===== config.mk =====
export PLATFORM = sky130hd
export DESIGN_NAME = nibble_serial_addsub_ctrl
export DESIGN_NICKNAME = d
export VERILOG_FILES = /design/src/rtl/nibble_serial_addsub_ctrl.sv
export SDC_FILE = /design/constraint.sdc
export NUM_CORES = 1
export LEC_CHECK = 0
export ABC_AREA = 0
export CORE_ASPECT_RATIO = 0.8
export CORE_UTILIZATION = 35
export DETAILED_ROUTE_END_ITERATION = 7
export PLACE_DENSITY_LB_ADDON = 0.12
export SYNTH_ARGS = -nofsm -noshare
export SYNTH_HDL_FRONTEND = slang
export SYNTH_SLANG_ARGS = --single-unit

===== constraint.sdc =====
create_clock -name clk -period 5 [get_ports clk]
set_clock_uncertainty 0.15 [all_clocks]
set_input_delay 0.75 -clock clk [delete_from_list [all_inputs] [get_ports clk]]
set_output_delay 0.75 -clock clk [all_outputs]
set_load 0.005 [all_outputs]

===== src/rtl/nibble_serial_addsub_ctrl.sv =====
// Nibble-serial WIDTH-bit adder/subtractor: one shared 4-bit slice, LSB nibble first,
// carry registered between nibbles, valid/ready handshakes on both sides.

module adder_4b_ins (
  input  logic [3:0] x,
  input  logic [3:0] y,
  input  logic       cin,
  output logic [3:0] sum,
  output logic       cout
);
  assign {cout, sum} = {1'b0, x} + {1'b0, y} + {4'b0000, cin};
endmodule

module nibble_serial_addsub_ctrl #(
  parameter int WIDTH = 16
) (
  input  logic             clk,
  input  logic             rst,
  input  logic             start_valid,
  output logic             start_ready,
  input  logic [WIDTH-1:0] a,
  input  logic [WIDTH-1:0] b,
  input  logic             sub,
  output logic [WIDTH-1:0] result,
  output logic             cout,
  output logic             ovf,
  output logic             done_valid,
  input  logic             done_ready
);
  localparam int NIB = WIDTH / 4;
  localparam int IW  = $clog2(NIB);
  localparam logic [IW-1:0] LAST_IDX = IW'(NIB - 1);

  typedef enum logic [1:0] {IDLE = 2'd0, RUN = 2'd1, DONE = 2'd2} state_t;

  state_t           state;
  state_t           next_state;
  logic [WIDTH-1:0] a_reg;
  logic [WIDTH-1:0] b_reg;
  logic             carry;
  logic [IW-1:0]    idx;
  logic [3:0]       a_nib;
  logic [3:0]       b_nib;
  logic [3:0]       slice_sum;
  logic             slice_cout;
  logic             last_step;

  adder_4b_ins u_slice (
    .x    (a_nib),
    .y    (b_nib),
    .cin  (carry),
    .sum  (slice_sum),
    .cout (slice_cout)
  );

  // Select the operand nibbles feeding the shared slice this step.
  always_comb begin
    a_nib = 4'h0;
    b_nib = 4'h0;
    for (int i = 0; i < NIB; i++) begin
      if (idx == IW'(i)) begin
        a_nib = a_reg[4*i +: 4];
        b_nib = b_reg[4*i +: 4];
      end else begin
        a_nib = a_nib;
        b_nib = b_nib;
      end
    end
  end

  assign last_step = (idx == LAST_IDX);

  // State register.
  always_ff @(posedge clk) begin
    if (rst) begin
      state <= IDLE;
    end else begin
      state <= next_state;
    end
  end

  // Next-state logic and request-side ready.
  always_comb begin
    next_state  = state;
    start_ready = 1'b0;
    case (state)
      IDLE: begin
        start_ready = ~rst;
        if (start_valid) next_state = RUN;
        else             next_state = IDLE;
      end
      RUN: begin
        if (last_step) next_state = DONE;
        else           next_state = RUN;
      end
      DONE: begin
        if (done_ready) next_state = IDLE;
        else            next_state = DONE;
      end
      default: next_state = IDLE;
    endcase
  end

  // Operand capture, per-nibble accumulation and result handshake.
  always_ff @(posedge clk) begin
    if (rst) begin
      a_reg      <= '0;
      b_reg      <= '0;
      carry      <= 1'b0;
      idx        <= '0;
      result     <= '0;
      cout       <= 1'b0;
      ovf        <= 1'b0;
      done_valid <= 1'b0;
    end else begin
      case (state)
        IDLE: begin
          if (start_valid) begin
            a_reg <= a;
            b_reg <= sub ? ~b : b;
            carry <= sub;  // subtraction is A + ~B + 1
            idx   <= '0;
          end
        end
        RUN: begin
          for (int i = 0; i < NIB; i++) begin
            if (idx == IW'(i)) result[4*i +: 4] <= slice_sum;
          end
          carry <= slice_cout;
          idx   <= idx + IW'(1);
          if (last_step) begin
            cout       <= slice_cout;
            ovf        <= (a_reg[WIDTH-1] == b_reg[WIDTH-1]) & (slice_sum[3] != a_reg[WIDTH-1]);
            done_valid <= 1'b1;
          end
        end
        DONE: begin
          if (done_ready) done_valid <= 1'b0;
        end
        default: begin
          done_valid <= 1'b0;
        end
      endcase
    end
  end
endmodule

==> results.json, run 1 <==
{
  "ys_seq_area_share_pct": 43.6,
  "hold_path_class": "reg2reg",
  "placed_area_um2": 3160,
  "drv_cap": 0,
  "rsz0062_at_grt": "false",
  "ir_drop_mv": 0.117,
  "critPathLaunchType": "register",
  "slew_violations": 0,
  "postCtsSetupBuffers": 0,
  "final_area_um2": 3290,
  "areaGrowthSynthToFinish_pct": 27.8,
  "layout-drive-gt1-share_pct": 4.97,
  "wirelength_mm": 6.08,
  "final_common_cell": "nand2_1",
  "power.total_uw": 986,
  "synth_area_leaders": "dfxtp_1, a21oi_1, nand2_1",
  "synth_cell_type_count": 30,
  "failed_checks": "design-rule violations",
  "ctsHoldBuffers": 0,
  "worst_slew_pin_slew_ps": 925,
  "fmax_mhz": 304,
  "startpoint": "idx[0]",
  "synth_top_family_by_area": "simple AND/OR/NAND/NOR gates",
  "syn_inst": 320,
  "pwr-share-clk_pct": 32.5,
  "p_per_area_nw_per_um2": 300,
  "antenna_found_initial": 0,
  "drt-pass1-iter-count": 6,
  "clock_latency_ps": 310,
  "nets": 407,
  "syn_area_per_cell_um2": 8.04,
  "finalHoldViolCount": 0,
  "power_frac_comb_pct": 17.9,
  "gp_congestion": 0.807,
  "globalRouteOverflowTotal": 0,
  "min-delay-start": "result[13]",
  "status": "finished, violations left",
  "io_buffers": 56,
  "cts_max_level": 2,
  "p_sw_share_pct": 25.7,
  "crit_type": "reg2reg",
  "clockBufferDepth": 2,
  "r2r_end": "ovf",
  "synth_warnings": 0,
  "fp-row-count": 27,
  "synth-compound-area-share_pct": 20.3,
  "crit_fanout": 13,
  "synth_mux_area_share_pct": 0,
  "first_global_vias": 2043,
  "p_switching_uw": 254,
  "r2r_cells": 11,
  "clockRootBuffer": "clkbuf_8",
  "grt_pass1_wl_mm": 10.2,
  "grt_usage_pct": 16.8,
  "syn_nets": 366,
  "whs_ps": 309,
  "multi_input_area_um2": 1350,
  "fp.dieW_um": 97.8,
  "n_fill_cell": 707,
  "wire_per_inst_um": 13.5,
  "synth-adder-area-share_pct": 4.96,
  "route.vias.total": 2239,
  "power.leakage_uw": 0.00112,
  "yosys.area_share.simple_pct": 21.3,
  "drc": 8,
  "n_antenna_cell": 0,
  "timing.rr.start": "idx[0]",
  "synth_xor_area_share_pct": 5.79,
  "crit_arrival_ps": 3370,
  "power_frac_seq_pct": 49.6,
  "placeableCoreArea_um2": 6990,
  "grt_max_degree": 57,
  "synth_top_area_share_pct": 43.6,
  "dieArea_um2": 7690,
  "clk_pin_slew_ps": 100,
  "layout_common_cells": "nand2_1, dfxtp_1, a21oi_1, clkdlybuf4s50_1, nor2_1",
  "die_y_um": 78.7,
  "fin_crit_ps": 3290,
  "cts_resized": 0,
  "setup_viol": 0,
  "synth-seq-cells": 56,
  "timing.final.crit_share_pct": 65.8,
  "fin_util_pct": 47.0,
  "endpoint_kind": "register",
  "slew_headroom_pct": 38.1,
  "final-seq-area_um2": 1120,
  "io_pins": 57,
  "fin_tns_setup_ps": 0,
  "synth_top_cell_by_area": "dfxtp_1",
  "cp-endpoint": "ovf",
  "hpwl_mm": 4.21,
  "internal_power_uw": 733,
  "via_per_inst": 4.99,
  "r2r_slack_ps": 1710,
  "cts_sinks": 56,
  "drt-initial-drc-count": 103,
  "initial_core_util_pct": 36.8,
  "antenna_left": 0,
  "numCtsBuffers": 5,
  "cp_data_required_time_ps": 5080,
  "syn_area_um2": 2570,
  "cts_tree": "built"
}
-- worst min path at each step --
stage	endpoint	slack, ps	depth (start not counted)
6_report	result[13]	310	2
3_5_place_dp	result[15]	300	2
2_1_floorplan	a_reg[0]	290	2
5_1_grt	result[0]	340	2
3_3_place_gp	a_reg[11]	300	2
4_1_cts	result[15]	310	2
-- cell type report --
class | instances | share of cell area [%]
Clock buffer | 7 | 2.93
Clock inverter | 1 | 0.914
Inverter | 2 | 0.228
Multi-Input combinational cell | 238 | 41.1
Sequential cell | 56 | 34.1
Tap cell | 87 | 3.31
Timing Repair Buffer | 58 | 17.4
-- routing by layer --
layer  up-vias  track usage, %  share of wire (%)
met4         0            5.00               0.97
met5         -               0                  0
met1      1023            24.5                 55
met2        35            25.1                 41
met3         7            3.12                3.5
li1       1174               -                  -
-- synth_stat cells, drive strengths merged --
library cell  instances
and3b                 1
ha                    7
or4                   1
a311oi                4
nand3b                8
o211ai                1
a211oi               18
a21oi                55
dfxtp                56
buf                   9
nor2                 24
xnor2                17
a21boi                1
and2b                 1
or3                   4
and2                  1
inv                   2
nor3                  3
clkbuf               15
nand3                 7
nor3b                 1
o21ai                 9
a22oi                 1
a21o                  1
nand2                69
fa                    2
nand2b                2
-- power groups by stage --
| stage | Clock [uW] | Combinational (uW) | Sequential [uW] |
|---|---|---|---|
| 2_1_floorplan | 0 | 112 | 494 |
| 3_3_place_gp | 0 | 176 | 499 |
| 3_5_place_dp | 0 | 177 | 499 |
| 4_1_cts | 332 | 178 | 489 |
| 5_1_grt | 351 | 197 | 493 |
| 6_report | 321 | 177 | 489 |
-- worst max-delay path: stages (launching register included) --
cell,delay (ps)
dfxtp_1,340
inv_1,120
ha_1,530
nand3b_1,130
a21oi_1,170
a21oi_1,50
o21ai_0,260
ha_1,330
a21oi_1,180
a21boi_1,180
or4_1,500
a311oi_1,260
-- through the flow --
stage / instances / setup slack [ps]
after floorplan: 320 / 2130
after CTS: 449 / 1730
after detailed placement: 441 / 1730
after global placement: 441 / 1820
after global routing: 449 / 1420
final: 449 / 1710
-- cells by family after synthesis --
family	Yosys count
compound gates	90
xor+xnor	17
simple gates	122
flops	56
buf+inv	26
fa+ha+maj	9
Note: power is estimated with default switching activity, not from simulation.
==> inputs of run 2 (changes only) <==
==> constraint.sdc (replaced) <==
create_clock -name clk -period 3.3 [get_ports clk]
set_clock_uncertainty 0.15 [all_clocks]
set_input_delay 0.495 -clock clk [delete_from_list [all_inputs] [get_ports clk]]
set_output_delay 0.495 -clock clk [all_outputs]
set_load 0.005 [all_outputs]
==> run 2 against run 1 <==
Effect of this change: the flow still finishes with violations (design-rule violations); final area down 0.42%; critical path type unchanged; power is 38% higher; sequential power rose by 52%; global-route usage is 0.061 points higher; combinational power rose by 53%; first-iteration DRC count down 17%; largest cell class unchanged; routed wire length grew 2.8%; sequential cell count is the same; via count rose by 0.18%.
==> results.json, run 2 (same netlist as run 1, synthesis figures left out) <==
{
  "status": "finished, violations left",
  "failed_checks": "design-rule violations",
  "final_common_cell": "nand2_1",
  "wirelength_mm": 6.25,
  "antenna_found_initial": 0,
  "internal_power_uw": 991,
  "postCtsSetupBuffers": 0,
  "clockRootBuffer": "clkbuf_8",
  "first_global_vias": 2084,
  "drt-pass1-iter-count": 7,
  "power_frac_comb_pct": 19.8,
  "min_to": "result[1]",
  "power_frac_seq_pct": 54.4,
  "nets": 411,
  "io_pins": 57,
  "areaGrowthSynthToFinish_pct": 27.3,
  "io_buffers": 56,
  "finalHoldViolCount": 0,
  "slowest_stage": "or4_1",
  "crit_fanout": 13,
  "clk_pin_slew_ps": 90,
  "wire_per_inst_um": 13.8,
  "endpoint_kind": "register",
  "p_sw_share_pct": 27.4,
  "p_switching_uw": 373,
  "fp-row-count": 27,
  "cts_max_level": 2,
  "p_per_area_nw_per_um2": 417,
  "globalRouteOverflowTotal": 0,
  "ir_drop_mv": 0.172,
  "via_per_inst": 4.96,
  "slew_headroom_pct": 58.3,
  "rsz0062_at_grt": "false",
  "critPathLaunchType": "register",
  "clock_latency_ps": 310,
  "r2r_end": "ovf",
  "gp_congestion": 0.819,
  "slew_violations": 0,
  "crit_chain": "inv_1 > ha_2 > buf_4 > nand3b_1 > a21oi_1 > a21oi_1 > o21ai_1 > ha_1 > a21oi_1 > a21boi_1 > or4_1 > a311oi_1",
  "path_common_cell": "a21oi_1",
  "n_antenna_cell": 0,
  "layout-drive-gt1-share_pct": 6.03,
  "timing.rr.start": "idx[1]",
  "numCtsBuffers": 5,
  "min-delay-start": "result[1]",
  "n_fill_cell": 699,
  "worst_slew_pin_slew_ps": 625,
  "hpwl_mm": 4.48,
  "final-seq-area_um2": 1120,
  "grt_usage_pct": 16.9,
  "fin_tns_setup_ps": 0,
  "initial_core_util_pct": 36.8,
  "drt-initial-drc-count": 85,
  "placeableCoreArea_um2": 6990,
  "setup_viol": 0,
  "hold_depth": 2,
  "pwr-share-clk_pct": 25.8,
  "power.leakage_uw": 0.00112,
  "timing.final.crit_share_pct": 92.9,
  "cp_slowest_stage_delay_ps": 480,
  "drv_cap": 0,
  "cts_sinks": 56,
  "cts_tree": "built",
  "whs_ps": 306,
  "clockBufferDepth": 2,
  "fp.dieW_um": 97.8,
  "fmax_mhz": 326,
  "drc": 8,
  "layout_common_cells": "nand2_1, dfxtp_1, a21oi_1, clkdlybuf4s50_1, nor2_1",
  "r2r_cells": 12,
  "antenna_left": 0,
  "route.vias.total": 2243,
  "grt_max_degree": 57,
  "hold_path_class": "reg2reg",
  "r2r_slack_ps": 230,
  "multi_input_area_um2": 1360,
  "crit_arrival_ps": 3130,
  "grt_pass1_wl_mm": 10.3,
  "cp_data_required_time_ps": 3370,
  "dieArea_um2": 7690,
  "crit_type": "reg2reg",
  "fin_crit_ps": 3070,
  "die_y_um": 78.7
}
## run 2: power by group through the flow
stage                     clock (uW)  sequential [uW]  combinational (uW)
after floorplan                    0              748                 170
after global placement             0              758                 267
after detailed placement           0              758                 272
after CTS                        367              743                 273
after global routing             392              749                 299
final                            352              742                 270
## run 2: worst max-delay path by stage
| stage | start | end | slack [ps] | cells after the start |
|---|---|---|---|---|
| after floorplan | idx[0] | ovf | 430 | 12 |
| after global placement | idx[1] | ovf | 260 | 12 |
| after CTS | idx[1] | ovf | 90 | 12 |
| after global routing | idx[0] | ovf | 5 | 11 |
| after detailed placement | idx[1] | ovf | 130 | 12 |
| final | idx[1] | ovf | 230 | 12 |
## run 2: final cells by class
type	count	share of cell area [%]
multi-input cells	238	41.5
flip-flops and latches	56	34.3
repair buffers	62	18.4
well taps	87	3.33
clock buffers	6	2.22
inverters	2	0.229
clock inverters	1	0.153
## run 2: repair_timing
item,CTS,global route
hold buffers,0,0
resized for setup,0,3
endpoints found under the setup margin,0,2
## run 2: critical path: cells and delay by family, from the launching register on
family          cells  cell delay, ps
simple gates        2             640
buf+inv             2             270
flops               1             370
fa+ha+maj           2             550
compound gates      6             980
## run 2: metal layers
metal,GRT usage (%),share of wire (%),vias up
met5,0,0,-
met3,3.29,4.7,4
met2,25.6,41,46
met1,23.9,54,1011
met4,5.45,0.83,0
li1,-,-,1182
## run 2: metrics by stage
step	std cells	worst slack, ps	util (%)	total power, uW	area, um^2
6_report	452	233	46.8	1360	3270
5_1_grt	452	5.26	46.8	1440	3270
4_1_cts	452	88.0	46.7	1380	3270
3_5_place_dp	445	132	45.6	1030	3190
3_3_place_gp	445	261	45.6	1030	3190
2_1_floorplan	320	434	-	919	2570
==> inputs of run 3 (changes only) <==
--- a/config.mk
+++ b/config.mk
@@ -5,9 +5,11 @@
 export SDC_FILE = /design/constraint.sdc
 export NUM_CORES = 1
 export LEC_CHECK = 0
-export ABC_AREA = 0
+export ABC_AREA = 1
 export CORE_ASPECT_RATIO = 0.8
+export CORE_MARGIN = 4
 export CORE_UTILIZATION = 35
+export CTS_CLUSTER_DIAMETER = 80
 export DETAILED_ROUTE_END_ITERATION = 7
 export PLACE_DENSITY_LB_ADDON = 0.12
 export SYNTH_ARGS = -nofsm -noshare
==> run 3 against run 2 <==
Effect of this change: the flow now finishes without violations; synthesized cell count is 8.4% higher; sequential power up 0.5%; combinational power increased by 21%; critical path depth up 2; first-iteration DRC count is 22% higher; cell count is 11% higher; largest cell class unchanged; final area rose by 3.5%; hold slack improved by 3.6 ps; critical endpoint is now carry; sequential cell count did not move; setup slack improved by 150 ps; die area grew 19%.
==> results.json, run 3 <==
{
  "cts_resized": 0,
  "worst_slew_pin_slew_ps": 720,
  "synth_ff_type": "dfxtp_1",
  "antenna_found_initial": 0,
  "synth_top_cell_by_area": "dfxtp_1",
  "clk_pin_slew_ps": 100,
  "initial_core_util_pct": 36.2,
  "use_met2_pct": 21.4,
  "wire_per_inst_um": 12.7,
  "layout_common_cells": "nor2_1, dfxtp_1, clkdlybuf4s50_1",
  "crit_fanout": 5,
  "hpwl_mm": 4.68,
  "whs_ps": 309,
  "drv_cap": 0,
  "setup_viol": 0,
  "hold_path_class": "reg2reg",
  "endpoint_kind": "register",
  "slew_headroom_pct": 51.9,
  "fin_crit_ps": 2920,
  "yosysMostFrequentCell": "nor2_1",
  "route.vias.total": 2340,
  "syn_nets": 393,
  "power.leakage_uw": 0.00140,
  "fp-row-count": 28,
  "crit_arrival_ps": 2960,
  "drt-pass1-iter-count": 4,
  "via_per_inst": 4.66,
  "n_antenna_cell": 0,
  "grt_max_degree": 53,
  "ys_seq_area_share_pct": 41.7,
  "synth_top_area_share_pct": 41.7,
  "globalRouteOverflowTotal": 0,
  "cts_tree": "built",
  "n_fill_cell": 816,
  "clockRootBuffer": "clkbuf_8",
  "slew_violations": 0,
  "antenna_left": 0,
  "synth-seq-cells": 56,
  "drt-initial-drc-count": 104,
  "placeableCoreArea_um2": 7430,
  "finalHoldViolCount": 0,
  "critPathLaunchType": "register",
  "die_y_um": 86.4,
  "gp_congestion": 0.877,
  "grt_pass1_wl_mm": 10.9,
  "fin_util_pct": 45.6,
  "fmax_mhz": 343,
  "nets": 442,
  "power.total_uw": 1450,
  "grtUsageMet3_pct": 3.65,
  "layout-drive-gt1-share_pct": 7.05,
  "fp.dieW_um": 106,
  "syn_inst": 347,
  "io_pins": 57,
  "final_common_cell": "nor2_1",
  "syn_area_per_cell_um2": 7.74,
  "synth-edff-count": 0,
  "dieArea_um2": 9150,
  "placed_area_um2": 3290,
  "io_buffers": 56,
  "final-seq-area_um2": 1120,
  "cts_sinks": 56,
  "crit_type": "reg2reg",
  "drc": 0,
  "postCtsSetupBuffers": 0,
  "areaGrowthSynthToFinish_pct": 26.1,
  "syn_area_um2": 2690,
  "cts_max_level": 2,
  "synth_common_cells": "nor2_1, dfxtp_1, o21ai_0, a21oi_1, inv_1",
  "ir_drop_mv": 0.160,
  "gr-usage-met1_pct": 21.5,
  "ctsHoldBuffers": 0,
  "synth_area_leaders": "dfxtp_1, o21ai_0, nor2_1",
  "synthArstFlopShare_pct": 0,
  "final_area_um2": 3390,
  "clock_latency_ps": 310,
  "synth_cell_type_count": 29,
  "p_per_area_nw_per_um2": 430,
  "top_usage_layer": "met1",
  "timing.final.crit_share_pct": 88.5,
  "clockBufferDepth": 2,
  "fin_tns_setup_ps": 0,
  "multi_input_area_um2": 1300,
  "status": "complete, no violations",
  "rsz0062_at_grt": "false",
  "cp_data_required_time_ps": 3350,
  "grt_usage_pct": 14.8,
  "wirelength_mm": 6.37,
  "first_global_vias": 2292,
  "numCtsBuffers": 5,
  "synth_warnings": 0
}
==> run 3: critical path, stage by stage (launching register included) <==
cell      delay (ps)
dfxtp_1          420
inv_1             80
ha_1             200
inv_1            100
nor2_1           100
inv_1            140
o22ai_1           80
o21ai_0          120
o21ai_0          120
fa_1             430
fa_1             420
a21oi_1          160
o21bai_1          90
a21oi_1          150
nor2_1            40
==> run 3: path summary, 6_finish.rpt <==
| check | start | end | slack, ps | depth (start not counted) |
|---|---|---|---|---|
| setup / recovery | idx[0] | carry | 380 | 14 |
| hold reg to reg | b_reg[14] | b_reg[14] | 310 | 2 |
| hold / removal | b_reg[14] | b_reg[14] | 310 | 2 |
| setup reg to reg | idx[0] | carry | 380 | 14 |
==> run 3: cell type report <==
type	count	area share, %
Clock inverter	2	0.296
Inverter	43	4.84
Clock buffer	6	2.44
Sequential cell	56	33.1
Multi-Input combinational cell	232	38.5
Tap cell	105	3.88
Timing Repair Buffer	58	17.0
==> run 3: cells by family after synthesis <==
group	count (synthesis)	share of synthesized area (%)
AO/OA/AOI/OAI	108	21.8
AND/OR/NAND/NOR	98	16.3
buffers and inverters	59	9.78
flip-flops	56	41.7
XOR/XNOR	17	5.54
adder cells (fa/ha/maj)	9	4.75
==> run 3: report_power, final <==
group	switching (uW)	total, uW	internal [uW]
Clock	214	382	168
Sequential	23.2	746	723
Combinational	185	327	141
==> run 3: stage by stage <==
step	instances	worst slack [ps]
global route	502	60.6
floorplan	347	630
finish	502	381
detailed placement	494	413
global placement	494	490
CTS	502	388
==> run 3: per-layer routing <==
layer	vias up	share of wire, %
met3	9	5.3
li1	1223	-
met1	1061	52
met4	0	1.4
met2	47	41
met5	-	0
